### config.mk
export PLATFORM = sky130hd
export DESIGN_NAME = fetch_pc_unit
export DESIGN_NICKNAME = d
export VERILOG_FILES = /design/src/rtl/fetch_pc_unit.sv
export SDC_FILE = /design/constraint.sdc
export NUM_CORES = 1
export LEC_CHECK = 0
export ABC_AREA = 0
export CORE_MARGIN = 1
export CORE_UTILIZATION = 46
export CTS_BUF_LIST = sky130_fd_sc_hd__clkbuf_8
export DETAILED_ROUTE_END_ITERATION = 16
export PLACE_DENSITY_LB_ADDON = 0.15
export SLEW_MARGIN = 10
export SYNTH_ARGS = -nofsm -noshare
export SYNTH_HDL_FRONTEND = slang
export SYNTH_SLANG_ARGS = --single-unit
export TNS_END_PERCENT = 10
### constraint.sdc
create_clock -name clk -period 2.93 [get_ports clk]
set_input_delay 0.293 -clock clk [delete_from_list [all_inputs] [get_ports clk]]
set_output_delay 0.293 -clock clk [all_outputs]
set_load 0.005 [all_outputs]
### src/rtl/fetch_pc_unit.sv
// Program counter and fetch register feeding decode over a valid/ready handshake.
// Optional FETCH_PERF_EN adds saturating fetch/stall counters on perf_fetches/perf_stalls.
module fetch_pc_unit #(
  parameter logic [15:0] RESET_PC = 16'h0000,
  parameter logic [15:0] PC_LIMIT = 16'd32,
  parameter logic [15:0] PC_STEP  = 16'd2
) (
  input  logic        clk,
  input  logic        rst_n,
  output logic [15:0] pc,
  input  logic [15:0] instruction,
  input  logic        redirect_valid,
  input  logic [15:0] redirect_pc,
  output logic        ir_valid,
  input  logic        ir_ready,
  output logic [15:0] ir_instr,
  output logic [15:0] ir_pc,
  output logic [15:0] ir_pc_next,
  output logic        halted,
  output logic [15:0] perf_fetches,
  output logic [15:0] perf_stalls
);

  typedef enum logic [1:0] {BOOT, RUN, HALT} state_e;

  state_e      state_q, state_d;
  logic [15:0] pc_q, pc_d;
  logic        ir_valid_q, ir_valid_d;
  logic [15:0] ir_instr_q, ir_instr_d;
  logic [15:0] ir_pc_q, ir_pc_d;
  logic [15:0] ir_pc_next_q, ir_pc_next_d;
  logic        halted_q, halted_d;

  logic redirect_take;
  logic load;
  logic capture;
  logic stall;

  assign redirect_take = redirect_valid && (state_q != BOOT);
  assign load          = (state_q == RUN) && (pc_q < PC_LIMIT) && (!ir_valid_q || ir_ready);
  // A redirect in the same cycle wins, so the load never actually captures.
  assign capture       = load && !redirect_take;
  assign stall         = ir_valid_q && !ir_ready;

  always_comb begin
    state_d      = state_q;
    pc_d         = pc_q;
    ir_valid_d   = ir_valid_q;
    ir_instr_d   = ir_instr_q;
    ir_pc_d      = ir_pc_q;
    ir_pc_next_d = ir_pc_next_q;
    halted_d     = halted_q;
    if (redirect_take) begin
      pc_d       = {redirect_pc[15:1], 1'b0};
      ir_valid_d = 1'b0;
      state_d    = RUN;
      halted_d   = 1'b0;
    end else begin
      case (state_q)
        BOOT: state_d = RUN;
        RUN: begin
          if (pc_q >= PC_LIMIT) begin
            state_d  = HALT;
            halted_d = 1'b1;
          end
          if (capture) begin
            ir_instr_d   = instruction;
            ir_pc_d      = pc_q;
            ir_pc_next_d = pc_q + PC_STEP;
            ir_valid_d   = 1'b1;
            pc_d         = pc_q + PC_STEP;
          end else if (ir_valid_q && ir_ready) begin
            ir_valid_d = 1'b0;
          end
        end
        HALT: begin
          // The last fetched word still drains to decode.
          if (ir_valid_q && ir_ready) ir_valid_d = 1'b0;
        end
        default: state_d = BOOT;
      endcase
    end
  end

  always_ff @(posedge clk or negedge rst_n) begin
    if (!rst_n) begin
      state_q      <= BOOT;
      pc_q         <= RESET_PC;
      ir_valid_q   <= 1'b0;
      ir_instr_q   <= 16'h0000;
      ir_pc_q      <= 16'h0000;
      ir_pc_next_q <= 16'h0000;
      halted_q     <= 1'b0;
    end else begin
      state_q      <= state_d;
      pc_q         <= pc_d;
      ir_valid_q   <= ir_valid_d;
      ir_instr_q   <= ir_instr_d;
      ir_pc_q      <= ir_pc_d;
      ir_pc_next_q <= ir_pc_next_d;
      halted_q     <= halted_d;
    end
  end

  assign pc         = pc_q;
  assign ir_valid   = ir_valid_q;
  assign ir_instr   = ir_instr_q;
  assign ir_pc      = ir_pc_q;
  assign ir_pc_next = ir_pc_next_q;
  assign halted     = halted_q;

`ifdef FETCH_PERF_EN
  logic [15:0] perf_fetches_q, perf_fetches_d;
  logic [15:0] perf_stalls_q, perf_stalls_d;

  always_comb begin
    perf_fetches_d = perf_fetches_q;
    perf_stalls_d  = perf_stalls_q;
    if (capture && perf_fetches_q != 16'hFFFF) perf_fetches_d = perf_fetches_q + 16'd1;
    if (stall && perf_stalls_q != 16'hFFFF)    perf_stalls_d  = perf_stalls_q + 16'd1;
  end

  always_ff @(posedge clk or negedge rst_n) begin
    if (!rst_n) begin
      perf_fetches_q <= 16'h0000;
      perf_stalls_q  <= 16'h0000;
    end else begin
      perf_fetches_q <= perf_fetches_d;
      perf_stalls_q  <= perf_stalls_d;
    end
  end

  assign perf_fetches = perf_fetches_q;
  assign perf_stalls  = perf_stalls_q;
`else
  assign perf_fetches = 16'h0000;
  assign perf_stalls  = 16'h0000;
`endif

endmodule

Word level (Yosys, flattened, before mapping)
Cells that the tools add are included.
{"block": "totals", "reg_bits": 68, "input_bits": 36, "out_inout_bits": 98, "word_cells": 46}
{"block": "classes", "add_sub_neg": 1, "n_lt_le_gt_ge": 2, "eq_ne": 4, "muxes": 13, "bitwise": 1, "reduce_logical": 18}
{"cell": "two-way mux 16 bit", "n": 3}
{"cell": "adder 16 x 2 -> 16 bit (second input constant)", "n": 1}
{"cell": "greater-or-equal comparator 16 x 6 -> 1 bit (second input constant)", "n": 1}
{"cell": "less-than comparator 16 x 6 -> 1 bit (second input constant)", "n": 1}
{"cell": "nonzero test 2 bit", "n": 4}
{"cell": "two-way mux 1 bit", "n": 6}
{"cell": "one-hot mux 2 bit (3 select lines)", "n": 1}
{"cell": "AND reduction 2 bit", "n": 3}
{"cell": "logical AND 1 bit", "n": 5}
{"cell": "two-way mux 2 bit", "n": 2}
{"cell": "inequality test 3 x 2 -> 1 bit (second input constant)", "n": 1}
{"cell": "AND reduction 3 bit", "n": 1}
{"cell": "nonzero test 3 bit", "n": 1}
{"cell": "equality test 2 x 1 -> 1 bit (second input constant)", "n": 1}
{"cell": "equality test 2 bit (second input constant)", "n": 1}
{"cell": "zero test 1 bit", "n": 2}
{"cell": "zero test 2 bit", "n": 1}
{"cell": "inequality test 2 bit (second input constant)", "n": 1}
{"cell": "one-hot mux 1 bit (2 select lines)", "n": 1}
{"cell": "logical OR 1 bit", "n": 1}
{"cell": "NOT 1 bit", "n": 1}

Depth between registers and ports, before layout
{"block": "logic_depth", "word_depth": 7, "mapped_depth": 6, "mapped_depth_nobuf": 4}

Least setup slack after synthesis
No wires, ideal clock.
{"block": "synth_timing", "path_type": "flip-flop to flip-flop", "startpoint": "reg pc_q[15] (netlist: pc[15])", "endpoint": "reg ir_instr_q[10] (netlist: ir_instr[10])", "setup_time_ns": 0.125, "t_arrival_ns": 1.594, "t_required_ns": 2.805, "setup_slack_ns": 1.211, "stages_incl_launch_ff": 7, "n_path_buf": 2, "synth_period_minus_slack_ns": 1.719, "cell_sequence": "dfrtp_1 > nor4_4 > and3_1 > buf_4 > nand3_4 > buf_6 > mux2_4"}
{"block": "synth_via", "elab_chain_cells": 5}
{"element": "start: declaration", "line_no": "27", "text": "logic [15:0] pc_q, pc_d;"}
{"element": "start signal: assignment", "line_no": "96", "text": "pc_q <= pc_d;"}
{"element": "less-than comparator 16 x 6 -> 1 bit", "line_no": "40", "text": "assign load = (state_q == RUN) && (pc_q < PC_LIMIT) && (!ir_valid_q || ir_ready);"}
{"element": "logical AND 1 bit (2 in series)", "line_no": "40"}
{"element": "logical AND 1 bit", "line_no": "42", "text": "assign capture = load && !redirect_take;"}
{"element": "AND reduction 3 bit (no source line)"}
{"element": "end signal: assignment", "line_no": "98", "text": "ir_instr_q <= ir_instr_d;"}
{"element": "end: declaration", "line_no": "29", "text": "logic [15:0] ir_instr_q, ir_instr_d;"}
No other way between the ends.
A chain may end at the register's enable or synchronous reset.

Worst setup path in the final report
{"block": "layout_timing", "startpoint": "reg pc_q[15] (netlist: pc[15])", "endpoint": "reg ir_instr_q[13] (netlist: ir_instr[13])"}
The elaborated chain is that of the path after synthesis.

==> summary.md <==
| Metric | Value |
|---|---|
| Max cap viols | 0 |
| Max frequency | approximately 510 MHz |
| Cells after DPL | 409 |
| CORE AREA | 5990 sq um |
| Tmin final | between 1.5 and 2 ns |
| TritonCTS Sinks | between 60 and 70 |
| Sequential area share after synthesis | 0.563 |
| Pleak | 1.93 nW |
| Yosys cell types | 34 |
| Remaining Overflow, GRT | 0 |
| Synth async-reset ratio | 1.00 |
| Gpl congestion | roughly 0.8 |
| Largest net degree at the start of global routing | 45 |
| Least-Margin Pin Slew | approximately 0.7 ns |
| Vias in the first global route | about 1900 |
| EDFF count, synth | 0 |
| First-pass GRT wire length | between 8000 and 9000 um |
| Max_slew headroom | 0.520 |
| Critical path cell sequence | nor4_4 > and3_1 > nand3_4 > buf_4 > mux2_4 |
| Crit path kind | reg2reg |
| First-pass iteration count of the detailed router | 4 |
| CTS buffer count | 9 |
| Post-synthesis register bit count | 65 |
| Post-layout net count | 382 |
| Die ar. | 6600 sq um |
| R2r setup slk | about 0.96 ns |
| Via/cell ratio | around 4.7 |
| Setup TNS | 0 ns |
| Tot GR Track Use | 0.181 |
| Commonest non-fill, non-tap cell in the layout | clkdlybuf4s50_1 |
| CP Capture Type | register |
| Share of cells above drive strength 1 | 0.131 |
| # hold bufs at CTS | 0 |
| Post-CTS Setup Inserts | 0 |
| Reg2reg end | ir_instr[13] |
| Routed vias | slightly below 2000 |
| Chip width | between 80 and 90 um |
| Sequential share of power | 0.495 |
| Pwr/cell area | ~530 nW/um^2 |
| Cts repair resizes | 0 |
| Cells after Synth | around 240 |
| Hold Crit Class | in2async |
| CP required | between 3 and 4 ns |
| Arr. time, crit path | 2.18 ns |
| Final Skew | 0.0108 ns |
| DR iter-0 viols | 95 |
| Clock slew at reported path FFs | ~0.07 ns |
| Syn. warnings | 0 |
| Port Buffer Count | a little under 100 |
| Final Slew Violations | 0 |
| TritonCTS clock tree | done |
| Final-report setup violation count | 0 |
| Switch Pwr | between 0.5 and 0.6 mW |
| Clock buffer depth | 2 |
| Period utilization | 0.673 |
| Worst setup SP type | register |
| Htree depth | 3 |
| IR drop worst, VDD | approximately 360 uV |
| Status | complete, no violations |
| DRT Wirelength | approximately 5700 um |
| Antenna-violating nets left | 0 |
| Cell Area, Synth | 2890 sq um |
| CP top delay family | simple AND/OR/NAND/NOR gates |
| Final Hold Violating Endpoints | 0 |
| Cells taking the most area after synthesis | dfrtp_1 (56%), buf_4 (9.4%), mux2_4 (9.4%) |
| Clock share of power | 0.313 |
| Mapped Avg Cell Area | 12.0 sq um |
| Die H | 81.3 um |
| Combinational power share | 0.193 |
| Switching portion of total power | 0.258 |
| CTS root buf | clkbuf_8 |
| I/O pins | about 130 |
| P_int | approximately 1.6 mW |
| Area leader, netlist | dfrtp_1 |
| Slowest CP cell | dfrtp_1 |
| Main flop type after synthesis | dfrtp_1 |
| Number of antenna violations at the first check in global routing | 0 |
| Site Rows | 28 |
| Diodes inserted | 0 |
| Clk_lat worst skew | around 0.32 ns |
| Most frequent cells in the layout | clkdlybuf4s50_1 (96), dfrtp_1 (65), nand2_1 (36), conb_1 (35), and2_1 (21) |
| Drc violations | 0 |
| RSZ-0062 raised after global routing | false |
| Share of the synthesized area in the top cell type | 0.563 |
| Largest stage delay, worst path | roughly 0.42 ns |
| Worst Reg-to-Reg Cells | 5 |
| CP Max Fanout | 44 |
| Reg-to-reg critical path startpoint | pc[15] |
| Initial Utilization | 0.482 |
| Routed wire length per instance | ~13 um |
| Critical path buffers and inverters | 1 |
| DP HPWL | approximately 4000 um |
| Non-filler cells, final | approximately 430 |
| Layout overhead on the synthesized area | 37.6% |
## worst reg2reg max path, stage by stage (launching register included)
cell     delay, ns
dfrtp_1       0.42
nor4_4        0.32
and3_1        0.36
nand3_4       0.09
buf_4         0.30
mux2_4        0.38
## cell usage after synthesis (3+ instances only)
master     n
o31ai_1    3
o21ai_0    7
buf_4     36
clkbuf_1   4
nand2_1   36
a31oi_1    5
mux2_4    18
inv_1      3
nand2b_1   4
and2_1    21
mux2_2     4
dfrtp_1   65
nor2_1     6
## worst max path at each step
| stage | from | to | slack (ns) | cells past startpoint |
|---|---|---|---|---|
| floorplan | pc[15] | ir_instr[10] | 1.21 | 6 |
| global placement | ir_ready | ir_instr[8] | 0.73 | 6 |
| detailed placement | ir_ready | ir_instr[4] | 0.73 | 6 |
| CTS | pc[15] | ir_instr[13] | 0.93 | 5 |
| global route | pc[15] | ir_instr[4] | 0.83 | 5 |
| finish | pc[15] | ir_instr[13] | 0.96 | 5 |
## cell families (layout without fill, tap and decap cells)
group	Yosys count	after routing	share of synthesized area
and+or+nand+nor	82	82	0.156
muxes	22	22	0.109
DFF	65	65	0.563
buffers and inverters	46	121	0.112
adders and majority gates	1	1	0.00433
xor gates and xnor gates	3	3	0.00909
other	1	35	0.00130
AOI/OAI and AO/OA	21	21	0.0459
## cell type report
type / count / area (sq um)
clock buffer: 11 / 151
clock inverter: 5 / 22.5
fill: 464 / 2010
inverter: 3 / 11.3
multi-input combinational: 164 / 1070
sequential: 65 / 1630
tap: 75 / 93.8
timing repair buffer: 102 / 1000
## flip-flops by register name (all words and copies together) (netlist names)
signal and count:
state_q 2, ir_pc_next 15, pc 15, ir_pc 15, halted 1, ir_valid 1
ir_instr 16
## stage by stage
| stage | instance area (sq um) | util | setup WS, ns | hold slack [ns] | total power, mW |
|---|---|---|---|---|---|
| floorplan | 3020 | - | 1.21 | -0.00259 | 1.26 |
| global placement | 3800 | 0.635 | 0.735 | 0.386 | 1.47 |
| detailed placement | 3800 | 0.635 | 0.733 | 0.393 | 1.48 |
| CTS | 3980 | 0.664 | 0.930 | 0.0388 | 2.14 |
| global route | 3980 | 0.664 | 0.834 | 0.0642 | 2.24 |
| finish | 3980 | 0.664 | 0.959 | 0.0229 | 2.12 |
## power groups by stage
stage,logic (mW),registers (mW),clock network (mW)
floorplan,0.192,1.06,0
global placement,0.406,1.06,0
detailed placement,0.412,1.07,0
CTS,0.414,1.05,0.679
global route,0.455,1.06,0.726
finish,0.409,1.05,0.664
## layer usage
metal  global-route usage  vias to the layer above  routed length, um  share of wire
met5                    0                        -                  0              0
met4               0.0750                        0                 37         0.0065
met3               0.0573                        4                463          0.081
met1                0.234                      956               2550           0.45
li1                     -                      932                  -              -
met2                0.278                       85               2660           0.47
Power figures use the tool's default switching activity.
